## config.mk

```make
export PLATFORM = sky130hd
export DESIGN_NAME = branch_predictor
export DESIGN_NICKNAME = d
export VERILOG_FILES = /design/src/rtl/bp_pkg.sv /design/src/rtl/bp_sat_counter.sv /design/src/rtl/branch_predictor.sv
export SDC_FILE = /design/constraint.sdc
export NUM_CORES = 2
export LEC_CHECK = 0
export CORE_ASPECT_RATIO = 1.75
export CORE_MARGIN = 1
export CORE_UTILIZATION = 44
export DETAILED_ROUTE_END_ITERATION = 16
export GPL_TIMING_DRIVEN = 0
export PLACE_DENSITY_LB_ADDON = 0.2
export SLEW_MARGIN = 20
export SYNTH_ARGS = -nofsm -noshare
export SYNTH_HDL_FRONTEND = slang
export SYNTH_SLANG_ARGS = --single-unit
```

## constraint.sdc

```tcl
create_clock -name clk -period 13.49 [get_ports clk]
set_input_delay 2.698 -clock clk [delete_from_list [all_inputs] [get_ports clk]]
set_output_delay 2.698 -clock clk [all_outputs]
set_load 0.02 [all_outputs]
```

## src/rtl/bp_pkg.sv

```systemverilog
// Shared types for the fetch-stage branch predictor.
// Latency: n/a (types and constants only).
// Backpressure: n/a.
package bp_pkg;

   // Default geometry. The entry struct is sized from these, so a different
   // table shape is selected here rather than by per-instance overrides.
   localparam int BP_XLEN    = 32;
   localparam int BP_ENTRIES = 16;
   localparam int BP_IDX_W   = $clog2(BP_ENTRIES);
   localparam int BP_TAG_W   = BP_XLEN - BP_IDX_W - 2;

   typedef enum logic [1:0] {
      SNT = 2'b00,
      WNT = 2'b01,
      WT  = 2'b10,
      ST  = 2'b11
   } bp_ctr_e;

   typedef struct packed {
      logic                valid;
      logic [BP_TAG_W-1:0] tag;
      logic [BP_XLEN-1:0]  target;
      bp_ctr_e             ctr;
   } btb_entry_t;

   // Invalid entries rest weakly not-taken; fresh allocations start weakly taken
   // so one contrary outcome is enough to flip them.
   localparam bp_ctr_e BP_CTR_RESET = WNT;
   localparam bp_ctr_e BP_CTR_ALLOC = WT;

endpackage

```

## src/rtl/bp_sat_counter.sv

```systemverilog
// 2-bit saturating counter next-state logic.
// Latency: combinational.
// Backpressure: none.
module bp_sat_counter (
   input  logic [1:0] ctr,
   input  logic       taken,
   output logic [1:0] ctr_nxt
);

   // Step toward the observed outcome, sticking at 00 and 11.
   always_comb begin
      ctr_nxt = ctr;
      if (taken && ctr != 2'b11) begin
         ctr_nxt = ctr + 2'd1;
      end else if (!taken && ctr != 2'b00) begin
         ctr_nxt = ctr - 2'd1;
      end
   end

endmodule

```

## src/rtl/branch_predictor.sv

```systemverilog
// Direct-mapped BTB + 2-bit BHT: IF prediction, EX misprediction check, training, perf counters.
// Latency: prediction and mispredict/redirect are combinational; table/counter writes land on the next edge.
// Backpressure: none; one EX resolution may be accepted every cycle.
module branch_predictor
   import bp_pkg::*;
#(
   parameter int XLEN    = BP_XLEN,
   parameter int ENTRIES = BP_ENTRIES
) (
   input  logic            clk,
   input  logic            rst_n,
   input  logic [XLEN-1:0] if_pc,
   output logic            pred_taken,
   output logic [XLEN-1:0] pred_target,
   input  logic            ex_valid,
   input  logic            ex_branch,
   input  logic [XLEN-1:0] ex_pc,
   input  logic            ex_taken,
   input  logic [XLEN-1:0] ex_target,
   input  logic            ex_pred_taken,
   input  logic [XLEN-1:0] ex_pred_target,
   output logic            mispredict,
   output logic [XLEN-1:0] redirect_pc,
   output logic [31:0]     branch_count,
   output logic [31:0]     mispredict_count
);

   localparam int IDX_W = $clog2(ENTRIES);
   localparam int TAG_W = XLEN - IDX_W - 2;

   // Flop array rather than SRAM so reset invalidates every entry at once.
   btb_entry_t table_q [ENTRIES];

   logic [IDX_W-1:0] if_idx;
   logic [TAG_W-1:0] if_tag;
   logic             if_hit;
   logic [IDX_W-1:0] ex_idx;
   logic [TAG_W-1:0] ex_tag;
   logic             ex_hit;
   logic             br;
   logic             ex_alias;
   logic [1:0]       ctr_nxt;

   assign if_idx = if_pc[IDX_W+1:2];
   assign if_tag = if_pc[XLEN-1:IDX_W+2];
   assign ex_idx = ex_pc[IDX_W+1:2];
   assign ex_tag = ex_pc[XLEN-1:IDX_W+2];

   assign br       = ex_valid && ex_branch;
   // A non-branch that was predicted taken means a BTB entry aliased onto it.
   assign ex_alias = ex_valid && !ex_branch && ex_pred_taken;
   assign ex_hit   = table_q[ex_idx].valid && (table_q[ex_idx].tag == ex_tag);

   // Fetch lookup reads the table before any same-cycle training write.
   always_comb begin
      if_hit      = table_q[if_idx].valid && (table_q[if_idx].tag == if_tag);
      pred_taken  = if_hit && (table_q[if_idx].ctr == WT || table_q[if_idx].ctr == ST);
      pred_target = pred_taken ? table_q[if_idx].target : if_pc + XLEN'(4);
   end

   // Resolution check: wrong direction, wrong taken target, or an aliased non-branch.
   always_comb begin
      mispredict  = (br && ((ex_taken != ex_pred_taken) ||
                            (ex_taken && ex_target != ex_pred_target))) || ex_alias;
      redirect_pc = (br && ex_taken) ? ex_target : ex_pc + XLEN'(4);
   end

   bp_sat_counter u_sat_counter (
      .ctr     (table_q[ex_idx].ctr),
      .taken   (ex_taken),
      .ctr_nxt (ctr_nxt)
   );

   // Train on resolved branches; allocate only on a taken miss; drop aliased entries.
   always_ff @(posedge clk or negedge rst_n) begin
      if (!rst_n) begin
         for (int i = 0; i < ENTRIES; i++) begin
            table_q[i] <= '{valid: 1'b0, tag: '0, target: '0, ctr: BP_CTR_RESET};
         end
      end else if (br) begin
         if (ex_hit) begin
            table_q[ex_idx].ctr <= bp_ctr_e'(ctr_nxt);
            if (ex_taken) begin
               table_q[ex_idx].target <= ex_target;
            end
         end else if (ex_taken) begin
            table_q[ex_idx] <= '{valid: 1'b1, tag: ex_tag, target: ex_target, ctr: BP_CTR_ALLOC};
         end
      end else if (ex_alias && ex_hit) begin
         table_q[ex_idx].valid <= 1'b0;
      end
   end

   // Saturating performance counters.
   always_ff @(posedge clk or negedge rst_n) begin
      if (!rst_n) begin
         branch_count     <= '0;
         mispredict_count <= '0;
      end else begin
         if (br && branch_count != 32'hFFFF_FFFF) begin
            branch_count <= branch_count + 32'd1;
         end
         if (mispredict && mispredict_count != 32'hFFFF_FFFF) begin
            mispredict_count <= mispredict_count + 32'd1;
         end
      end
   end

endmodule

```

==> impl_metrics.env <==
export IMPL_cts_tree="built"
export IMPL_r2r_start="table_q[526]"
export IMPL_cp_top_family="buffers and inverters"
export IMPL_cp_slowest_cell="clkbuf_1"
export IMPL_gp_congestion=0.973
export IMPL_final_hold_viol_count=0
export IMPL_yosys_warnings=0
export IMPL_slew_viol_final=0
export IMPL_nNetsFinal=4184
export IMPL_port_buffers=224
export IMPL_hp_start="mispredict_count[11]"
export IMPL_p_int_mw=6.05
export IMPL_synthCells=3702
export IMPL_first_pass_iters=7
export IMPL_cts_resized=0
export IMPL_p_per_area_nw_per_um2=135
export IMPL_hold_buffers=0
export IMPL_worstSkewPairLatency_ps=750
export IMPL_seq_power_share=0.456
export IMPL_fin_crit_ps=12230
export IMPL_synth_top_flop_cell="dfrtp_1"
export IMPL_via_count=35400
export IMPL_synthArstFlopShare=1.00
export IMPL_status="complete, no violations"
export IMPL_slowest_delay_ps=910
export IMPL_cp_cell_sequence="clkdlybuf4s50_1, buf_2, buf_2, buf_2, buf_2, clkbuf_1, nand3_1, o211ai_1, o21ai_0, o211ai_1, o211ai_1, nor4_1, nand3_1, buf_1, mux2_2, clkdlybuf4s50_1"
export IMPL_p_sw_frac=0.276
export IMPL_path_max_fanout=10
export IMPL_wl_mm=190
export IMPL_power_mw=8.36
export IMPL_cts_setup_buffers=0
export IMPL_min_path_cells=1
export IMPL_synth_edf_count=0
export IMPL_fin_crit_sh=0.906
export IMPL_worstHoldPathType="flop to flop"
export IMPL_p_leak_nw=27.3
export IMPL_rows=169
export IMPL_syn_num_nets=3846
export IMPL_synthesis_area_um2=53800
export IMPL_ant_nets=0
export IMPL_r2r_cells=10
export IMPL_cpMostUsedCell="buf_2"
export IMPL_hpwl_mm=144
export IMPL_dp_cells=5561
export IMPL_finalSetupViolCount=0
export IMPL_cp_arrival_ps=9530
export IMPL_grt_pass1_vias=37200
export IMPL_crit_type="primary input to output pin"
export IMPL_io_pins=264
export IMPL_area_growth_pct=15.1
export IMPL_switchingPower_mw=2.31
export IMPL_die_y_um=465
export IMPL_path_buf_inv=8
export IMPL_fin_cells=5753
export IMPL_grt_busiest_layer="met2"
export IMPL_tns_ps=0
export IMPL_yosysUniqueCellTypes=62
export IMPL_die_area_um2=124000
export IMPL_clockBufferDepth=3
export IMPL_clock_root_buffer="clkbuf_16"
export IMPL_r2r_end="table_q[911]"
export IMPL_slew_headroom=0.179
export IMPL_path_clk_slew_ps=60
export IMPL_cts_sinks=1040
export IMPL_synth_seq_area_share=0.484
export IMPL_drt_initial_drc_count=2856
export IMPL_cap_violations=0
export IMPL_gr_usage_met2=0.531
export IMPL_crit_required_ps=10790
export IMPL_die_w_um=266
export IMPL_viasPerCell=6.15
export IMPL_fin_util=0.511
export IMPL_pwr_share_clk=0.365
export IMPL_drc_errors=0
export IMPL_r2r_slack_ps=8580
export IMPL_grt_pass1_wl_mm=272
export IMPL_avgSynthCellArea_um2=14.5
export IMPL_cts_buffers=101
export IMPL_core_region_area_um2=121000
export IMPL_grt_util_met1=0.360
export IMPL_wl_per_cell_um=33.0
export IMPL_met3_usage=0.0483
export IMPL_grt_ovfl_total=0
export IMPL_skew_ps=30.9
export IMPL_track_usage=0.312
export IMPL_rsz0062_at_grt="false"
export IMPL_setup_worst_path_start_class="primary input"
export IMPL_start_util=0.444
export IMPL_vdd_drop_max_uv=105
export IMPL_whs_ps=491
export IMPL_worst_pin_slew_ps=1230
export IMPL_end_kind="output pin"
export IMPL_comb_power_share=0.178
export IMPL_whs_endpoint="mispredict_count[11]"
export IMPL_antenna_found_initial=8
export IMPL_h_tree_depth=3
export IMPL_final_layout_size_suffix_gt1_frac=0.357
export IMPL_grt_max_degree=138
export IMPL_ys_ff_latch=1040
export IMPL_fmax_mhz=81.8
-- flip-flops by register name, indices dropped and copies added, names as in the netlist --
register and flops:
table_q 976, branch_count 32, mispredict_count 32
-- cell families after synthesis --
| group | after synthesis | synth area share |
|---|---|---|
| flip-flops | 1040 | 0.484 |
| XOR/XNOR | 211 | 0.0344 |
| AND/OR/NAND/NOR | 446 | 0.0409 |
| multiplexers | 1453 | 0.383 |
| buffers and inverters | 389 | 0.0326 |
| adder cells (fa/ha/maj) | 10 | 0.00233 |
| AO/OA/AOI/OAI | 153 | 0.0228 |
-- final cells by class --
| class | count | area (um2) |
|---|---|---|
| well taps | 1624 | 2030 |
| inverters | 37 | 139 |
| repair buffers | 235 | 2540 |
| fillers | 10400 | 59200 |
| diodes | 3 | 7.51 |
| multi-input cells | 2273 | 26000 |
| flip-flops and latches | 1040 | 26000 |
| plain buffers | 352 | 1650 |
| clock buffers | 146 | 2920 |
| clock inverters | 43 | 599 |
-- cells in the mapped netlist (16+ instances only) --
library cell / count / area, um2
and3_1: 38 / 238
xnor2_1: 138 / 1210
mux2_2: 753 / 8480
mux2_1: 217 / 2440
mux2i_1: 96 / 961
o21ai_0: 41 / 205
xor2_1: 73 / 639
buf_4: 17 / 128
buf_1: 73 / 274
mux4_2: 387 / 8720
buf_6: 23 / 259
nand2_1: 135 / 507
a221o_1: 16 / 160
nand3_1: 52 / 260
nor2_1: 85 / 319
nand4_1: 38 / 238
nor3_1: 26 / 130
nor2b_1: 23 / 144
a221oi_1: 19 / 166
dfrtp_1: 1024 / 25600
dfstp_2: 16 / 420
buf_2: 46 / 230
clkbuf_1: 193 / 724
inv_1: 36 / 135
-- per-layer routing --
metal,up-vias,routed length [um]
met3,519,12000
met1,18900,67600
met2,1538,95100
met5,-,31
met4,6,15400
li1,14400,-
-- metrics by stage --
stage | instance area (um2) | setup WS (ps)
after floorplan | 53800 | 4890
after global placement | 58100 | -38900
after global routing | 61900 | 1290
after detailed placement | 58400 | 1410
final | 61900 | 1260
after CTS | 61900 | 1400
-- worst max-delay path by stage --
stage	from	to	slack, ps	cells after the start
5_1_grt	if_pc[2]	pred_target[24]	1290	16
6_report	if_pc[2]	pred_target[24]	1260	16
3_3_place_gp	rst_n	table_q[774]	-38900	1
2_1_floorplan	if_pc[2]	pred_target[10]	4890	10
4_1_cts	if_pc[2]	pred_target[24]	1400	16
3_5_place_dp	if_pc[2]	pred_target[24]	1410	15
-- power groups by stage --
stage          Sequential (mW)  Combinational (mW)  Clock (mW)
3_5_place_dp              3.86                1.48           0
4_1_cts                   3.81                1.49        3.09
3_3_place_gp              3.87                1.44           0
6_report                  3.81                1.49        3.05
5_1_grt                   3.86                1.57        3.21
2_1_floorplan             3.78               0.948           0
-- cell usage in the layout (no fill, tap or decap), types with 40 or more instances in the layout --
master           netlist  final
nand2_1              135    135
clkbuf_1             193    209
mux2_1               217    217
xor2_1                73     73
buf_1                 73     56
mux4_2               387    387
o21ai_0               41     40
clkbuf_16              0    101
mux2_2               753    753
nand3_1               52     52
buf_2                 46     62
clkdlybuf4s50_1        0    223
xnor2_1              138    138
mux2i_1               96     96
dfrtp_1             1024   1024
nor2_1                85     85
(Power assumes the default switching activity.)
